$ cat src/rtl/axis_sum_trailer_inserter_pkg.sv
// Shared types and helpers for the sum-trailer AXI-Stream stage.
// Holds the FSM encoding and the byte-enable to bit-mask expansion.
package axis_sum_trailer_inserter_pkg;

   localparam int MAX_DATA_WIDTH = 256;
   localparam int MAX_KEEP_WIDTH = MAX_DATA_WIDTH / 8;

   typedef enum logic {
      S_PASS  = 1'b0,
      S_TRAIL = 1'b1
   } state_t;

   // Each tkeep bit becomes eight identical mask bits; callers truncate to their width.
   function automatic logic [MAX_DATA_WIDTH-1:0] keep_to_mask(input logic [MAX_KEEP_WIDTH-1:0] keep);
      logic [MAX_DATA_WIDTH-1:0] m;
      m = '0;
      for (int i = 0; i < MAX_KEEP_WIDTH; i++) begin
         m[i*8 +: 8] = {8{keep[i]}};
      end
      return m;
   endfunction

endpackage

$ cat src/rtl/axis_keep_masker.sv
// Combinational byte mask: zeroes every tdata byte whose tkeep bit is clear.
module axis_keep_masker
   import axis_sum_trailer_inserter_pkg::*;
#(
   parameter int DATA_WIDTH = 32
) (
   input  logic [DATA_WIDTH-1:0]   i_tdata,
   input  logic [DATA_WIDTH/8-1:0] i_tkeep,
   output logic [DATA_WIDTH-1:0]   o_tdata
);

   assign o_tdata = DATA_WIDTH'(MAX_DATA_WIDTH'(i_tdata) & keep_to_mask(MAX_KEEP_WIDTH'(i_tkeep)));

endmodule

$ cat src/rtl/axis_sum_trailer_inserter.sv
// Forwards packet beats and, when enabled at packet start, appends one trailer
// beat holding the modulo-2^DATA_WIDTH sum of the byte-masked payload words.
module axis_sum_trailer_inserter
   import axis_sum_trailer_inserter_pkg::*;
#(
   parameter int DATA_WIDTH = 32,
   parameter int CNT_WIDTH  = 16
) (
   input  logic                    clk,
   input  logic                    rst_n,
   input  logic                    cfg_enable,
   input  logic [DATA_WIDTH-1:0]   s_axis_tdata,
   input  logic                    s_axis_tvalid,
   output logic                    s_axis_tready,
   input  logic                    s_axis_tlast,
   input  logic [DATA_WIDTH/8-1:0] s_axis_tkeep,
   output logic [DATA_WIDTH-1:0]   m_axis_tdata,
   output logic                    m_axis_tvalid,
   input  logic                    m_axis_tready,
   output logic                    m_axis_tlast,
   output logic [DATA_WIDTH/8-1:0] m_axis_tkeep,
   output logic [CNT_WIDTH-1:0]    pkt_count
);

   // Handshakes: a beat transfers on a rising clk edge where tvalid and tready
   // are both high; a source holding tvalid keeps its payload stable until then.

   localparam int KEEP_WIDTH = DATA_WIDTH / 8;

   state_t                  r_state;
   state_t                  w_state_nxt;
   logic                    r_in_pkt;
   logic                    r_en_pkt;
   logic [DATA_WIDTH-1:0]   r_acc;
   logic [DATA_WIDTH-1:0]   r_trailer;
   logic [DATA_WIDTH-1:0]   r_m_tdata;
   logic [KEEP_WIDTH-1:0]   r_m_tkeep;
   logic                    r_m_tvalid;
   logic                    r_m_tlast;
   logic [CNT_WIDTH-1:0]    r_pkt_count;

   logic                    w_ld;
   logic                    w_s_tready;
   logic                    w_accept;
   logic                    w_en_eff;
   logic [DATA_WIDTH-1:0]   w_masked;

   axis_keep_masker #(
      .DATA_WIDTH (DATA_WIDTH)
   ) u_keep_masker (
      .i_tdata (s_axis_tdata),
      .i_tkeep (s_axis_tkeep),
      .o_tdata (w_masked)
   );

   assign w_ld     = m_axis_tready | ~r_m_tvalid;
   assign w_accept = s_axis_tvalid & w_s_tready;
   // The first beat of a packet sees cfg_enable directly; later beats use the sampled copy.
   assign w_en_eff = r_in_pkt ? r_en_pkt : cfg_enable;

   always_comb begin
      w_state_nxt = r_state;
      w_s_tready  = 1'b0;
      case (r_state)
         S_PASS: begin
            w_s_tready = w_ld;
            if (w_accept && w_en_eff && s_axis_tlast) begin
               w_state_nxt = S_TRAIL;
            end
         end
         S_TRAIL: begin
            if (w_ld) begin
               w_state_nxt = S_PASS;
            end
         end
         default: w_state_nxt = S_PASS;
      endcase
   end

   always_ff @(posedge clk) begin
      if (!rst_n) begin
         r_state <= S_PASS;
      end else begin
         r_state <= w_state_nxt;
      end
   end

   always_ff @(posedge clk) begin
      if (!rst_n) begin
         r_in_pkt   <= 1'b0;
         r_en_pkt   <= 1'b0;
         r_acc      <= '0;
         r_trailer  <= '0;
         r_m_tdata  <= '0;
         r_m_tkeep  <= '0;
         r_m_tvalid <= 1'b0;
         r_m_tlast  <= 1'b0;
      end else if (r_state == S_PASS) begin
         if (w_accept) begin
            if (!r_in_pkt) begin
               r_en_pkt <= cfg_enable;
            end
            r_in_pkt   <= ~s_axis_tlast;
            r_m_tdata  <= s_axis_tdata;
            r_m_tkeep  <= s_axis_tkeep;
            r_m_tvalid <= 1'b1;
            r_m_tlast  <= s_axis_tlast & ~w_en_eff;
            if (w_en_eff) begin
               if (s_axis_tlast) begin
                  r_trailer <= r_acc + w_masked;
                  r_acc     <= '0;
               end else begin
                  r_acc     <= r_acc + w_masked;
               end
            end
         end else if (w_ld) begin
            r_m_tvalid <= 1'b0;
         end
      end else if (w_ld) begin
         r_m_tdata  <= r_trailer;
         r_m_tkeep  <= '1;
         r_m_tvalid <= 1'b1;
         r_m_tlast  <= 1'b1;
      end
   end

   always_ff @(posedge clk) begin
      if (!rst_n) begin
         r_pkt_count <= '0;
      end else if (r_m_tvalid && m_axis_tready && r_m_tlast) begin
         r_pkt_count <= r_pkt_count + 1'b1;
      end
   end

   assign s_axis_tready = w_s_tready;
   assign m_axis_tdata  = r_m_tdata;
   assign m_axis_tkeep  = r_m_tkeep;
   assign m_axis_tvalid = r_m_tvalid;
   assign m_axis_tlast  = r_m_tlast;
   assign pkt_count     = r_pkt_count;

endmodule

$ cat config.mk
export PLATFORM = sky130hd
export DESIGN_NAME = axis_sum_trailer_inserter
export DESIGN_NICKNAME = d
export VERILOG_FILES = /design/src/rtl/axis_sum_trailer_inserter_pkg.sv /design/src/rtl/axis_keep_masker.sv /design/src/rtl/axis_sum_trailer_inserter.sv
export SDC_FILE = /design/constraint.sdc
export NUM_CORES = 1
export LEC_CHECK = 0
export ABC_AREA = 0
export CAP_MARGIN = 20
export CORE_AREA = 2 2 95 166
export CTS_BUF_LIST = sky130_fd_sc_hd__clkbuf_4 sky130_fd_sc_hd__clkbuf_8
export DETAILED_ROUTE_END_ITERATION = 12
export DIE_AREA = 0 0 97 168
export PLACE_DENSITY = 0.75
export SETUP_SLACK_MARGIN = 0.05
export SLEW_MARGIN = 10
export SYNTH_ARGS = -nofsm -noshare
export SYNTH_HDL_FRONTEND = slang
export SYNTH_SLANG_ARGS = --single-unit
$ cat constraint.sdc
create_clock -name clk -period 2.5 [get_ports clk]
set_clock_uncertainty 0.1 [all_clocks]
set_input_delay 0.25 -clock clk [delete_from_list [all_inputs] [get_ports clk]]
set_output_delay 0.25 -clock clk [all_outputs]
set_load 0.01 [all_outputs]
# After elaboration in Yosys (flattened, before gate mapping)
# Index checks and enable logic that the tools add are counted.
# totals
ff_bits	121
out_inout_bits	55
wordCells	50
in_bits	42
# classes
eq_ne	1
addsub	2
muxes	18
bitwise	8
reduce_logical	11
# ops
cell	count
$mux W32	4
$add A32 B32 Y32	1
$and A32 B32 Y32	1
$add A16 B1 Y16 const B	1
$mux W4	3
$mux W1	10
$reduce_and A2 Y1	3
$logic_and A1 B1 Y1	4
$not A1 Y1	4
$reduce_and A4 Y1	1
$reduce_bool A2 Y1	2
$reduce_and A3 Y1	1
$and A1 B1 Y1	2
$ne A2 B1 Y1 const B	1
$pmux W1 S2	1
$or A1 B1 Y1	1

# Depth between registers and ports, before layout
# Gate-level depths: netlist (run 1).
# logic_depth
ltp_word	8
mapped_depth	11

# Cells and area by module
# From an unflattened synthesis (run 1), not the netlist that was laid out.
# unflattened
cells_unflattened	746
hier_area_um2	6408.6
# modules_own_cells
mod	n_inst	area_each_um2	seq_area_each_um2	cells_each
axis_sum_trailer_inserter	1	6208.5	2422.3	714
axis_keep_masker	1	200.2	0.0	32

# Least setup slack after synthesis (run 1)
# Ideal clock, no wire load.
# synth_timing
path_kind	in2reg
start	in s_axis_tdata[0]
end	reg r_acc[22]
arrival_ps	2186
n_path_buf	1
cell_stages	11
required_time_ps	2271
path_slack_ps	85
setup_time_ps	129
path_cell_list	and2_1 ha_1 fa_1 a21oi_1 o211ai_2 a32oi_2 a211oi_2 nor2b_1 buf_6 xor2_1 o21ai_0
# synth_via
elab_chain_len	3
# synth_rtl
item	line_no	source
start: declaration	axis_sum_trailer_inserter.sv:12	input logic [DATA_WIDTH-1:0] s_axis_tdata,
$and A32 B32 Y32	axis_keep_masker.sv:12	assign o_tdata = DATA_WIDTH'(MAX_DATA_WIDTH'(i_tdata) & keep_to_mask(MAX_KEEP_WIDTH'(i_tkeep)));
$add A32 B32 Y32	axis_sum_trailer_inserter.sv:113	r_acc <= r_acc + w_masked;
$mux W32	axis_sum_trailer_inserter.sv:109	if (s_axis_tlast) begin
end signal: assignment	axis_sum_trailer_inserter.sv:113	
end: declaration	axis_sum_trailer_inserter.sv:34	logic [DATA_WIDTH-1:0] r_acc;
# Every way passes these cells.
# A chain may end at the register's enable or synchronous reset.

# Final worst setup path (run 1)
# layout_timing
start	reg r_acc[0]
end	reg r_trailer[22]
# layout_via
elab_chain_len	1
# layout_rtl
item	line_no	source
$add A32 B32 Y32	axis_sum_trailer_inserter.sv:110	r_trailer <= r_acc + w_masked;
end signal: assignment	axis_sum_trailer_inserter.sv:110	
end: declaration	axis_sum_trailer_inserter.sv:35	logic [DATA_WIDTH-1:0] r_trailer;
# Every way passes these cells.

==> impl_metrics.tcl, run 1 <==
set metrics [dict create \
    port_buffers 96 \
    final_cell_mix "sky130_fd_sc_hd__buf_4, sky130_fd_sc_hd__dfxtp_1, sky130_fd_sc_hd__nand2_1, sky130_fd_sc_hd__clkdlybuf4s50_1, sky130_fd_sc_hd__and2_1" \
    die_w_um 97 \
    synthesis.nets 881 \
    grt_overflow_total 0 \
    drt_wl_total_um 20260 \
    worst_slew_pin_slew_ns 0.5311 \
    core_area_mm2 0.01509 \
    clock_tree_from_tritoncts "yes" \
    synthDistinctLibCells 69 \
    outcome "finished, final reports clean" \
    num-fill-cells 1248 \
    n_antenna_cell 0 \
    postSynthRegisterBits 121 \
    required_ns 2.73 \
    cp_cell_sequence "ha_4 -> fa_2 -> a21oi_2 -> o211ai_2 -> a32oi_4 -> a211oi_2 -> nor2b_2 -> buf_6 -> xor2_2 -> o21ai_0" \
    worstReg2RegStart "r_acc[0]" \
    hpwl_um 14280 \
    met3WireLength_um 644 \
    worst_hold_startpoint "s_axis_tdata[5]" \
    final_critical_path_setup_slack_ns 0.07676 \
    hold_crit_path_type "in -> reg" \
    power_density_mw_per_mm2 496.7 \
    most_used_flip_flop_cell_after_synthesis "sky130_fd_sc_hd__dfxtp_1" \
    minimum_setup_slack_after_placement_ns -0.6964 \
    type_of_the_worst_setup_path "reg -> reg" \
    post_route_cells_drive_above_1_share_pct 22.80 \
    final_period_minus_worst_setup_slack_ns 2.423 \
    met2_wirelength_um 10820 \
    synth.cell_area_mm2 0.007035 \
    count_of_flip_flops_with_a_built_in_enable_after_synthesis 0 \
    numnets_final 1062 \
    grt_antenna_before_repair 0 \
    hold_viol_final 0 \
    dr.first_iter.drc_count 219 \
    grt_start_max_net_pins 65 \
    cts_root_buffer "sky130_fd_sc_hd__clkbuf_8" \
    crit_start "r_acc[0]" \
    end_kind "flip-flop" \
    numCtsBuffers 17 \
    count_of_final_setup_violators 0 \
    postCtsHoldBufs 0 \
    worst_ir_drop_vdd_v 0.0002823 \
    firstDrtPassIters 5 \
    regArea_mm2 0.002425 \
    rsz0062_at_grt "yes" \
    postSynth.asyncResetShare_pct 0 \
    route.detailed.wl_per_inst_um 17.08 \
    ant_nets 0 \
    start_util_pct 46.63 \
    part_of_the_yosys_area_used_for_sequential_elements_pct 34.43 \
    timing.fmax_ghz 0.4127 \
    critPathMaxFanout 5 \
    post_synth_inst_count 806 \
    clock_sink_count 121 \
    die_h_um 168 \
    finalPower_mw 4.802 \
    grt_first_pass_wirelength_um 32330 \
    crit_family "compound AO/OA/AOI/OAI gates" \
    number_of_global_route_vias_before_repair 6864 \
    worst_setup_path_start_kind "flip-flop" \
    grt.total_usage_pct 24.04 \
    die_area_mm2 0.01630 \
    rows 60 \
    timing.critical_path.slowest_stage_cell "sky130_fd_sc_hd__dfxtp_2" \
    clkLatencyLatePin_ns 0.45 \
    number_of_maximum_capacitance_violations 0 \
    dr_total_vias 6799 \
    fin_hold_ws_ns 0.1237 \
    area.growth.synth_to_final_pct 37.40 \
    route.detailed.drc 0 \
    ys.warnings.count 0 \
    vias_per_cell 5.733 \
    mean_syn_cell_area_um2 8.729 \
    static_leakage_nw 4.170 \
    timing.critical_path.buf_inv 1 \
    clockBufferDepth 2 \
    clk_transition_reported_paths_ns 0.08 \
    io-pin-count 97 \
    timing.max_slew.rel_slack_pct 64.59 \
    highest_layer "met4" \
    critical_path_arrival_ns 2.65 \
    cts_htree_levels 4 \
    routedLengthMet1_um 7830 \
    gp_routability_congestion 0.9324 \
    multiInputGateArea_mm2 0.004654 \
    critPathMaxStageDelay_ns 0.35 \
    finalMaxSlewViolations 0 \
    period_share_pct 96.93 \
    final.setup.tns_ns 0 \
]
-- kinds of logic after synthesis --
group | Yosys count | share of synthesized area, %
muxes | 35 | 4.980
and+or+nand+nor | 297 | 22.37
buffers and inverters | 63 | 3.841
DFF | 121 | 34.43
xor gates and xnor gates | 39 | 4.855
AOI/OAI and AO/OA | 218 | 23.55
adders and majority gates | 33 | 5.975
-- registers in the layout, indices dropped and copies added, names as in the netlist --
name / count
m_axis_tvalid: 1
r_en_pkt: 1
m_axis_tkeep: 4
r_in_pkt: 1
r_trailer: 32
pkt_count: 16
m_axis_tlast: 1
r_state: 1
m_axis_tdata: 32
r_acc: 32
-- cell type report --
cell class                 count  area share [%]
sequential                   121           25.08
inverter                       6          0.2330
multi-input combinational    622           48.15
clock buffer                  17           2.420
timing repair buffer         219           19.73
clock inverter                15           1.980
tap                          186           2.407
-- tightest hold or removal path, stage by stage --
cell	delay, ns
sky130_fd_sc_hd__dlymetal6s2s_1	0.11
sky130_fd_sc_hd__mux2i_1	0.08
sky130_fd_sc_hd__nand2_1	0.06
sky130_fd_sc_hd__o211a_1	0.13
-- cell usage after synthesis (12+ instances only) --
cell                       count  area, µm²
sky130_fd_sc_hd__dfxtp_1     121       2422
sky130_fd_sc_hd__nand2_1     110      412.9
sky130_fd_sc_hd__and2_1       48      300.3
sky130_fd_sc_hd__clkbuf_1     37      138.9
sky130_fd_sc_hd__mux2i_1      35      350.3
sky130_fd_sc_hd__o211a_1      33      330.3
sky130_fd_sc_hd__ha_1         32      400.4
sky130_fd_sc_hd__nand3_1      32      160.2
sky130_fd_sc_hd__o21ai_0      32      160.2
sky130_fd_sc_hd__a21oi_1      29      145.1
sky130_fd_sc_hd__xnor2_1      23      201.4
sky130_fd_sc_hd__nor2_1       21      78.83
sky130_fd_sc_hd__nand4_1      19      118.9
sky130_fd_sc_hd__o211ai_1     19      142.6
sky130_fd_sc_hd__a21o_1       18      135.1
sky130_fd_sc_hd__buf_2        17      85.08
sky130_fd_sc_hd__a21boi_0     16      120.1
sky130_fd_sc_hd__xor2_1       16      140.1
sky130_fd_sc_hd__and3_1       15      93.84
sky130_fd_sc_hd__a22o_1       12      105.1
-- repair_timing --
item                                    CTS  global route
setup buffers                             2             2
gates cloned                              0             1
gates resized for setup                  19            50
endpoints found under the setup margin   39            29
pin swaps                                 5            15
-- final timing paths --
check	end	slack (ns)	depth (start not counted)
worst min register to register	r_trailer[10]	0.36	2
worst max-delay path	r_trailer[22]	0.08	10
worst min-delay path	m_axis_tdata[5]	0.12	4
worst max register to register	r_trailer[22]	0.08	10
-- per-layer routing --
metal / global-route usage, % / up-vias
met5: 0 / -
met4: 13.78 / 0
met3: 3.694 / 66
met2: 45.05 / 168
met1: 25.09 / 3266
li1: - / 3299
-- where the power goes --
group | internal [mW] | switching, mW
registers | 2.01 | 0.0482
clock network | 1.01 | 0.922
logic | 0.416 | 0.402
-- metrics by stage --
stage,utilization [%],cells,area (µm²)
detailed placement,58.97,1149,8899
global route,64.06,1186,9667
CTS,62.37,1183,9412
floorplan,-,806,7036
global placement,58.97,1149,8899
finish,64.06,1186,9667
Note: power is estimated with default switching activity, not from simulation.
==> run 2: changes to the inputs <==
--- a/config.mk
+++ b/config.mk
@@ -6,12 +6,13 @@
 export NUM_CORES = 1
 export LEC_CHECK = 0
 export ABC_AREA = 0
-export CAP_MARGIN = 20
 export CORE_AREA = 2 2 95 166
 export CTS_BUF_LIST = sky130_fd_sc_hd__clkbuf_4 sky130_fd_sc_hd__clkbuf_8
 export DETAILED_ROUTE_END_ITERATION = 12
 export DIE_AREA = 0 0 97 168
+export GPL_TIMING_DRIVEN = 0
 export PLACE_DENSITY = 0.75
+export RECOVER_POWER = 50
 export SETUP_SLACK_MARGIN = 0.05
 export SLEW_MARGIN = 10
 export SYNTH_ARGS = -nofsm -noshare
==> run 2 against run 1 <==
  * Die area is the same
  * Critical path depth unchanged
  * Setup slack got worse by 0.019 ns
  * Power fell by 1.1%
  * Flip-flop and latch count is the same
  * Sequential power barely moved
  * Global-route usage rose by 2.2 points
  * Clock-buffer cell count did not move
==> impl_metrics.tcl, run 2 (synthesized netlist as in run 1, its figures left out) <==
set metrics [dict create \
    postCtsHoldBufs 0 \
    vias_per_cell 5.923 \
    static_leakage_nw 3.964 \
    route.detailed.wl_per_inst_um 19.46 \
    grt_start_max_net_pins 17 \
    ant_nets 0 \
    drt_wl_total_um 22090 \
    firstDrtPassIters 6 \
    numCtsBuffers 17 \
    worstReg2RegStart "r_acc[0]" \
    clock_tree_from_tritoncts "yes" \
    clock_sink_count 121 \
    worst_slew_pin_slew_ns 0.7330 \
    area.growth.synth_to_final_pct 30.41 \
    dr.first_iter.drc_count 416 \
    reg2regPathDepth 10 \
    fin_area_mm2 0.009175 \
    worst_ir_drop_vdd_v 0.0003344 \
    route.detailed.drc 0 \
    period_share_pct 97.67 \
    regToRegSetupSlack_ns 0.06 \
    cts_root_buffer "sky130_fd_sc_hd__clkbuf_8" \
    die_h_um 168 \
    critical_path_arrival_ns 2.67 \
    grt_overflow_total 0 \
    minimum_setup_slack_after_placement_ns -0.9093 \
    placedInstanceArea_mm2 0.008229 \
    core_area_mm2 0.01509 \
    cts_htree_levels 4 \
    worst_hold_startpoint "s_axis_tdata[5]" \
    critPathMaxFanout 5 \
    grt.total_usage_pct 26.24 \
    port_buffers 96 \
    number_of_maximum_capacitance_violations 0 \
    hold_viol_final 0 \
    count_of_final_setup_violators 0 \
    number_of_global_route_vias_before_repair 6602 \
    final_cell_mix "sky130_fd_sc_hd__dfxtp_1, sky130_fd_sc_hd__nand2_1, sky130_fd_sc_hd__dlygate4sd3_1, sky130_fd_sc_hd__and2_1, sky130_fd_sc_hd__mux2i_1" \
    grt_first_pass_wirelength_um 34080 \
    highest_layer "met4" \
    gp_routability_congestion 0.9552 \
    min_path_cells 4 \
    timing.fmax_ghz 0.4095 \
    layout_commonest_cell "sky130_fd_sc_hd__dfxtp_1" \
    clkLatencyLatePin_ns 0.45 \
    io-pin-count 97 \
    required_ns 2.72 \
    power_density_mw_per_mm2 517.4 \
    dr_total_vias 6723 \
    met2_wirelength_um 11580 \
    hpwl_um 15670 \
    rsz0062_at_grt "yes" \
    clockBufferDepth 2 \
    multiInputGateArea_mm2 0.004700 \
    timing.hold.worst_endpoint "m_axis_tdata[5]" \
    die_area_mm2 0.01630 \
    final_critical_path_setup_slack_ns 0.05818 \
    num-fill-cells 1322 \
    rows 60 \
    finalMaxSlewViolations 0 \
    hold_crit_path_type "in -> reg" \
    outcome "finished, final reports clean" \
    crit-reg2reg-capture "r_trailer[24]" \
    clk_transition_reported_paths_ns 0.08 \
    post_route_cells_drive_above_1_share_pct 16.23 \
    end_kind "flip-flop" \
    n_antenna_cell 0 \
    grt_antenna_before_repair 0 \
    met3WireLength_um 969 \
    final_period_minus_worst_setup_slack_ns 2.442 \
    numnets_final 1011 \
    final.setup.tns_ns 0 \
    die_w_um 97 \
    regArea_mm2 0.002426 \
    type_of_the_worst_setup_path "reg -> reg" \
    worst_setup_path_start_kind "flip-flop" \
    start_util_pct 46.63 \
    routedLengthMet1_um 8403 \
    timing.max_slew.rel_slack_pct 51.13 \
]
## run 2: cell count changes in the layout (fill, tap and decap cells not counted), moves of 5 or more
cell | previous run | this run
sky130_fd_sc_hd__and2_0 | 0 | 7
sky130_fd_sc_hd__and2_4 | 9 | 3
sky130_fd_sc_hd__buf_2 | 1 | 11
sky130_fd_sc_hd__buf_4 | 119 | 21
sky130_fd_sc_hd__clkbuf_1 | 0 | 27
sky130_fd_sc_hd__clkbuf_2 | 1 | 7
sky130_fd_sc_hd__clkdlybuf4s50_1 | 88 | 33
sky130_fd_sc_hd__dlygate4sd3_1 | 0 | 55
sky130_fd_sc_hd__o21ai_0 | 28 | 23
## run 2: critical path, cell delays in order, from the launching register on
cell and delay, ns:
sky130_fd_sc_hd__dfxtp_2 0.34, sky130_fd_sc_hd__ha_4 0.16, sky130_fd_sc_hd__fa_2 0.35, sky130_fd_sc_hd__a21oi_2 0.16, sky130_fd_sc_hd__o211ai_2 0.15, sky130_fd_sc_hd__a32oi_2 0.28
sky130_fd_sc_hd__a211oi_2 0.11, sky130_fd_sc_hd__nor2b_2 0.23, sky130_fd_sc_hd__buf_6 0.18, sky130_fd_sc_hd__o21a_1 0.14, sky130_fd_sc_hd__o211ai_1 0.11
## run 2: worst max-delay path by stage
stage / startpoint / end / slack (ns) / depth (start not counted)
floorplan: s_axis_tdata[0] / r_acc[22] / 0.09 / 11
global placement: s_axis_tkeep[1] / r_trailer[17] / -0.86 / 10
detailed placement: s_axis_tkeep[1] / r_acc[13] / -0.91 / 9
CTS: r_acc[0] / r_acc[22] / 0.04 / 10
global route: r_acc[0] / r_acc[22] / -0.05 / 10
finish: r_acc[0] / r_trailer[24] / 0.06 / 10
## run 2: cell type report
type | instances | share of cell area (%)
multi-input cells | 622 | 51.22
flip-flops and latches | 121 | 26.44
repair buffers | 114 | 11.97
plain buffers | 54 | 2.973
clock buffers | 17 | 2.550
well taps | 186 | 2.536
clock inverters | 15 | 2.059
inverters | 6 | 0.2455
## run 2: metal layers
layer	global-route usage, %	up-vias
met3	3.445	71
met1	28.69	3218
met2	47.77	235
met4	15.62	0
met5	0	-
li1	-	3199
## run 2: where the power goes
group	internal [mW]	leakage [nW]	switching (mW)
Sequential	2.01	0.988	0.0466
Clock	1.01	0.208	0.928
Combinational	0.337	2.77	0.423
## run 2: what timing repair did
action,4_1_cts,5_1_grt
resized for setup,34,85
pin swaps,23,29
endpoints found under the setup margin,60,64
hold endpoints to repair,0,0
setup buffers,11,6
gates cloned,1,0
## run 2: per-stage QoR
step                      std cells  total power [mW]  util, %  hold slack [ns]
after floorplan                 806             2.484        -           0.3194
after global placement         1088             2.803    54.54           0.3411
after detailed placement       1088             2.813    54.54           0.3474
after CTS                      1132             4.726    58.55           0.2168
after global routing           1135             4.908    60.80           0.1128
final                          1135             4.747    60.80           0.1008
==> run 3: changes to the inputs <==
--- a/config.mk
+++ b/config.mk
@@ -6,15 +6,17 @@
 export NUM_CORES = 1
 export LEC_CHECK = 0
 export ABC_AREA = 0
-export CORE_AREA = 2 2 95 166
+export CORE_AREA = 2 2 91 158
 export CTS_BUF_LIST = sky130_fd_sc_hd__clkbuf_4 sky130_fd_sc_hd__clkbuf_8
+export CTS_CLUSTER_DIAMETER = 40
 export DETAILED_ROUTE_END_ITERATION = 12
-export DIE_AREA = 0 0 97 168
+export DIE_AREA = 0 0 93 160
 export GPL_TIMING_DRIVEN = 0
-export PLACE_DENSITY = 0.75
+export PLACE_DENSITY = 0.76
 export RECOVER_POWER = 50
 export SETUP_SLACK_MARGIN = 0.05
 export SLEW_MARGIN = 10
 export SYNTH_ARGS = -nofsm -noshare
 export SYNTH_HDL_FRONTEND = slang
+export SYNTH_HIERARCHICAL = 1
 export SYNTH_SLANG_ARGS = --single-unit
==> run 3 against run 2 <==
  * The run now ends with negative setup slack left
  * Core utilization increased by 4.1 points
  * Combinational power about the same
  * Register-to-register slack got worse by 0.26 ns
  * Area after synthesis decreased by 8.9%
  * First-iteration DRC count decreased by 31%
  * Critical endpoint is now r_acc[30]
  * Largest cell class unchanged
==> impl_metrics.tcl, run 3 <==
set metrics [dict create \
    outcome "complete, but fails checks" \
    failed_checks "negative setup slack" \
    count_of_flip_flops_with_a_built_in_enable_after_synthesis 0 \
    worst_slew_pin_slew_ns 0.8513 \
    final_period_minus_worst_setup_slack_ns 2.705 \
    synth_compound_gate_area_share_pct 20.60 \
    hold_crit_path_type "in -> reg" \
    type_of_the_worst_setup_path "reg -> reg" \
    n_antenna_cell 0 \
    area.growth.synth_to_final_pct 38.68 \
    yosys-mux-area-fraction_pct 5.310 \
    final_cell_mix "sky130_fd_sc_hd__dfxtp_1, sky130_fd_sc_hd__nor2_1, sky130_fd_sc_hd__nand2_1, sky130_fd_sc_hd__dlygate4sd3_1, sky130_fd_sc_hd__a211oi_1" \
    worstReg2RegStart "r_acc[0]" \
    grt_antenna_before_repair 0 \
    required_ns 2.76 \
    ys.warnings.count 6 \
    die_w_um 93 \
    synth-simple-area-share_pct 20.66 \
    synthesis.nets 821 \
    layout_commonest_cell "sky130_fd_sc_hd__dfxtp_1" \
    dr_total_vias 6218 \
    timing.fmax_ghz 0.3697 \
    rows 57 \
    number_of_maximum_capacitance_violations 0 \
    die_area_mm2 0.01488 \
    worst_hold_startpoint "s_axis_tdata[5]" \
    synth_top_family_by_area "simple AND/OR/NAND/NOR gates" \
    ant_nets 0 \
    count_of_final_setup_violators 44 \
    power_density_mw_per_mm2 527.2 \
    cts_root_buffer "sky130_fd_sc_hd__clkbuf_8" \
    postSynth.asyncResetShare_pct 0 \
    postSynthRegisterBits 121 \
    route.detailed.drc 0 \
    fin_cells 1081 \
    grt_start_max_net_pins 20 \
    placedInstanceArea_mm2 0.007742 \
    hpwl_um 13860 \
    synth_fa_ha_area_share_pct 6.560 \
    yosys.cell_count.top_type "sky130_fd_sc_hd__dfxtp_1" \
    start_util_pct 46.80 \
    finalMaxSlewViolations 0 \
    synth_xor_xnor_area_share_pct 6.091 \
    numnets_final 966 \
    gp_routability_congestion 0.9426 \
    minimum_setup_slack_after_placement_ns -1.121 \
    mean_syn_cell_area_um2 8.591 \
    core_area_mm2 0.01369 \
    clockBufferDepth 2 \
    critPathMaxFanout 3 \
    crit_start "r_acc[0]" \
    static_leakage_nw 3.669 \
    drt_wl_total_um 20070 \
    route.detailed.wl_per_inst_um 18.57 \
    grt_overflow_total 0 \
    dr.first_iter.drc_count 289 \
    num-fill-cells 1153 \
    fin_area_mm2 0.008887 \
    critical_path_arrival_ns 2.96 \
    io-pin-count 97 \
    post_synth_inst_count 746 \
    placedCellCount 1018 \
    grt_first_pass_wirelength_um 31550 \
    timing.max_slew.rel_slack_pct 43.25 \
    hold_viol_final 0 \
    port_buffers 95 \
    post_route_cells_drive_above_1_share_pct 21.13 \
    firstDrtPassIters 5 \
    rsz0062_at_grt "yes" \
    part_of_the_yosys_area_used_for_sequential_elements_pct 37.80 \
    worst_setup_path_start_kind "flip-flop" \
    most_used_flip_flop_cell_after_synthesis "sky130_fd_sc_hd__dfxtp_1" \
    final_critical_path_setup_slack_ns -0.2049 \
    synth.top_cell.area_share_pct 37.80 \
    grt.total_usage_pct 26.77 \
    vias_per_cell 5.752 \
    synthDistinctLibCells 60 \
    clock_tree_from_tritoncts "yes" \
    die_h_um 160 \
    fin_hold_ws_ns 0.09410 \
    end_kind "flip-flop" \
    number_of_global_route_vias_before_repair 6374 \
    worst_ir_drop_vdd_v 0.0003585 \
    numCtsBuffers 17 \
    period_share_pct 108.2 \
    synth.cell_area_mm2 0.006409 \
    ys_top_cells_by_count "sky130_fd_sc_hd__dfxtp_1, sky130_fd_sc_hd__nand2_1, sky130_fd_sc_hd__nor2_1, sky130_fd_sc_hd__a21oi_1, sky130_fd_sc_hd__clkbuf_1" \
    synth_top_area_cell "sky130_fd_sc_hd__dfxtp_1" \
    cts_htree_levels 4 \
    clk_transition_reported_paths_ns 0.08 \
    synthTopCellsByArea "sky130_fd_sc_hd__dfxtp_1, sky130_fd_sc_hd__ha_1, sky130_fd_sc_hd__mux2i_1" \
    clock_sink_count 121 \
    clkLatencyLatePin_ns 0.46 \
]
-- run 3: area by class of cell --
cell class	instances	area, µm²	area share [%]
Inverter	6	22.52	0.2534
Clock inverter	15	180.2	2.027
Tap cell	177	221.5	2.492
Multi-Input combinational cell	575	4418	49.71
Sequential cell	121	2431	27.35
Buffer	40	171.4	1.929
Timing Repair Buffer	130	1209	13.60
Clock buffer	17	234.0	2.633
-- run 3: path summary, 6_finish.rpt --
| check | end | slack, ns | cells past startpoint |
|---|---|---|---|
| worst min register to register | r_acc[26] | 0.36 | 2 |
| worst min-delay path | m_axis_tdata[5] | 0.09 | 3 |
| worst max register to register | r_acc[30] | -0.20 | 11 |
| worst max-delay path | r_acc[30] | -0.20 | 11 |
-- run 3: kinds of logic after synthesis --
| group | count (synthesis) |
|---|---|
| simple gates | 274 |
| compound gates | 191 |
| flops | 121 |
| buf+inv | 50 |
| xor+xnor | 43 |
| mux | 34 |
| fa+ha+maj | 33 |
-- run 3: what timing repair did --
item                                    in CTS  in global routing
setup buffers                               29                  6
pin swaps                                   51                 11
hold buffers                                 0                  0
endpoints found under the setup margin      74                 87
gates resized for setup                    101                 45
-- run 3: metal layers --
layer / vias up / routed length [µm] / track usage, %
met3: 71 / 852 / 4.481
met1: 2998 / 7607 / 28.88
li1: 2957 / - / -
met4: 0 / 961 / 14.30
met2: 192 / 10650 / 48.68
met5: - / 0 / 0
-- run 3: power breakdown --
group,switching [mW],internal (mW),total (mW)
combinational,0.414,0.344,0.758
clock,0.947,0.925,1.87
sequential,0.0476,2.01,2.06
-- run 3: metrics by stage --
stage	utilization, %	setup TNS (ns)	total power, mW
after floorplan	-	-0.2479	2.479
after CTS	63.65	-1.143	4.690
final	64.90	-3.522	4.685
after global placement	56.54	-51.14	2.788
after detailed placement	56.54	-50.92	2.794
after global routing	64.90	-11.42	4.823
-- run 3: critical path: stages (launching register included) --
cell and delay [ns]:
sky130_fd_sc_hd__dfxtp_2 0.34, sky130_fd_sc_hd__ha_4 0.16, sky130_fd_sc_hd__fa_2 0.35, sky130_fd_sc_hd__a21oi_2 0.19, sky130_fd_sc_hd__o21ai_2 0.11, sky130_fd_sc_hd__a21oi_2 0.22
sky130_fd_sc_hd__a21o_1 0.21, sky130_fd_sc_hd__o2bb2ai_4 0.14, sky130_fd_sc_hd__o31a_1 0.26, sky130_fd_sc_hd__o22ai_2 0.13, sky130_fd_sc_hd__xor2_1 0.19, sky130_fd_sc_hd__a22o_1 0.20
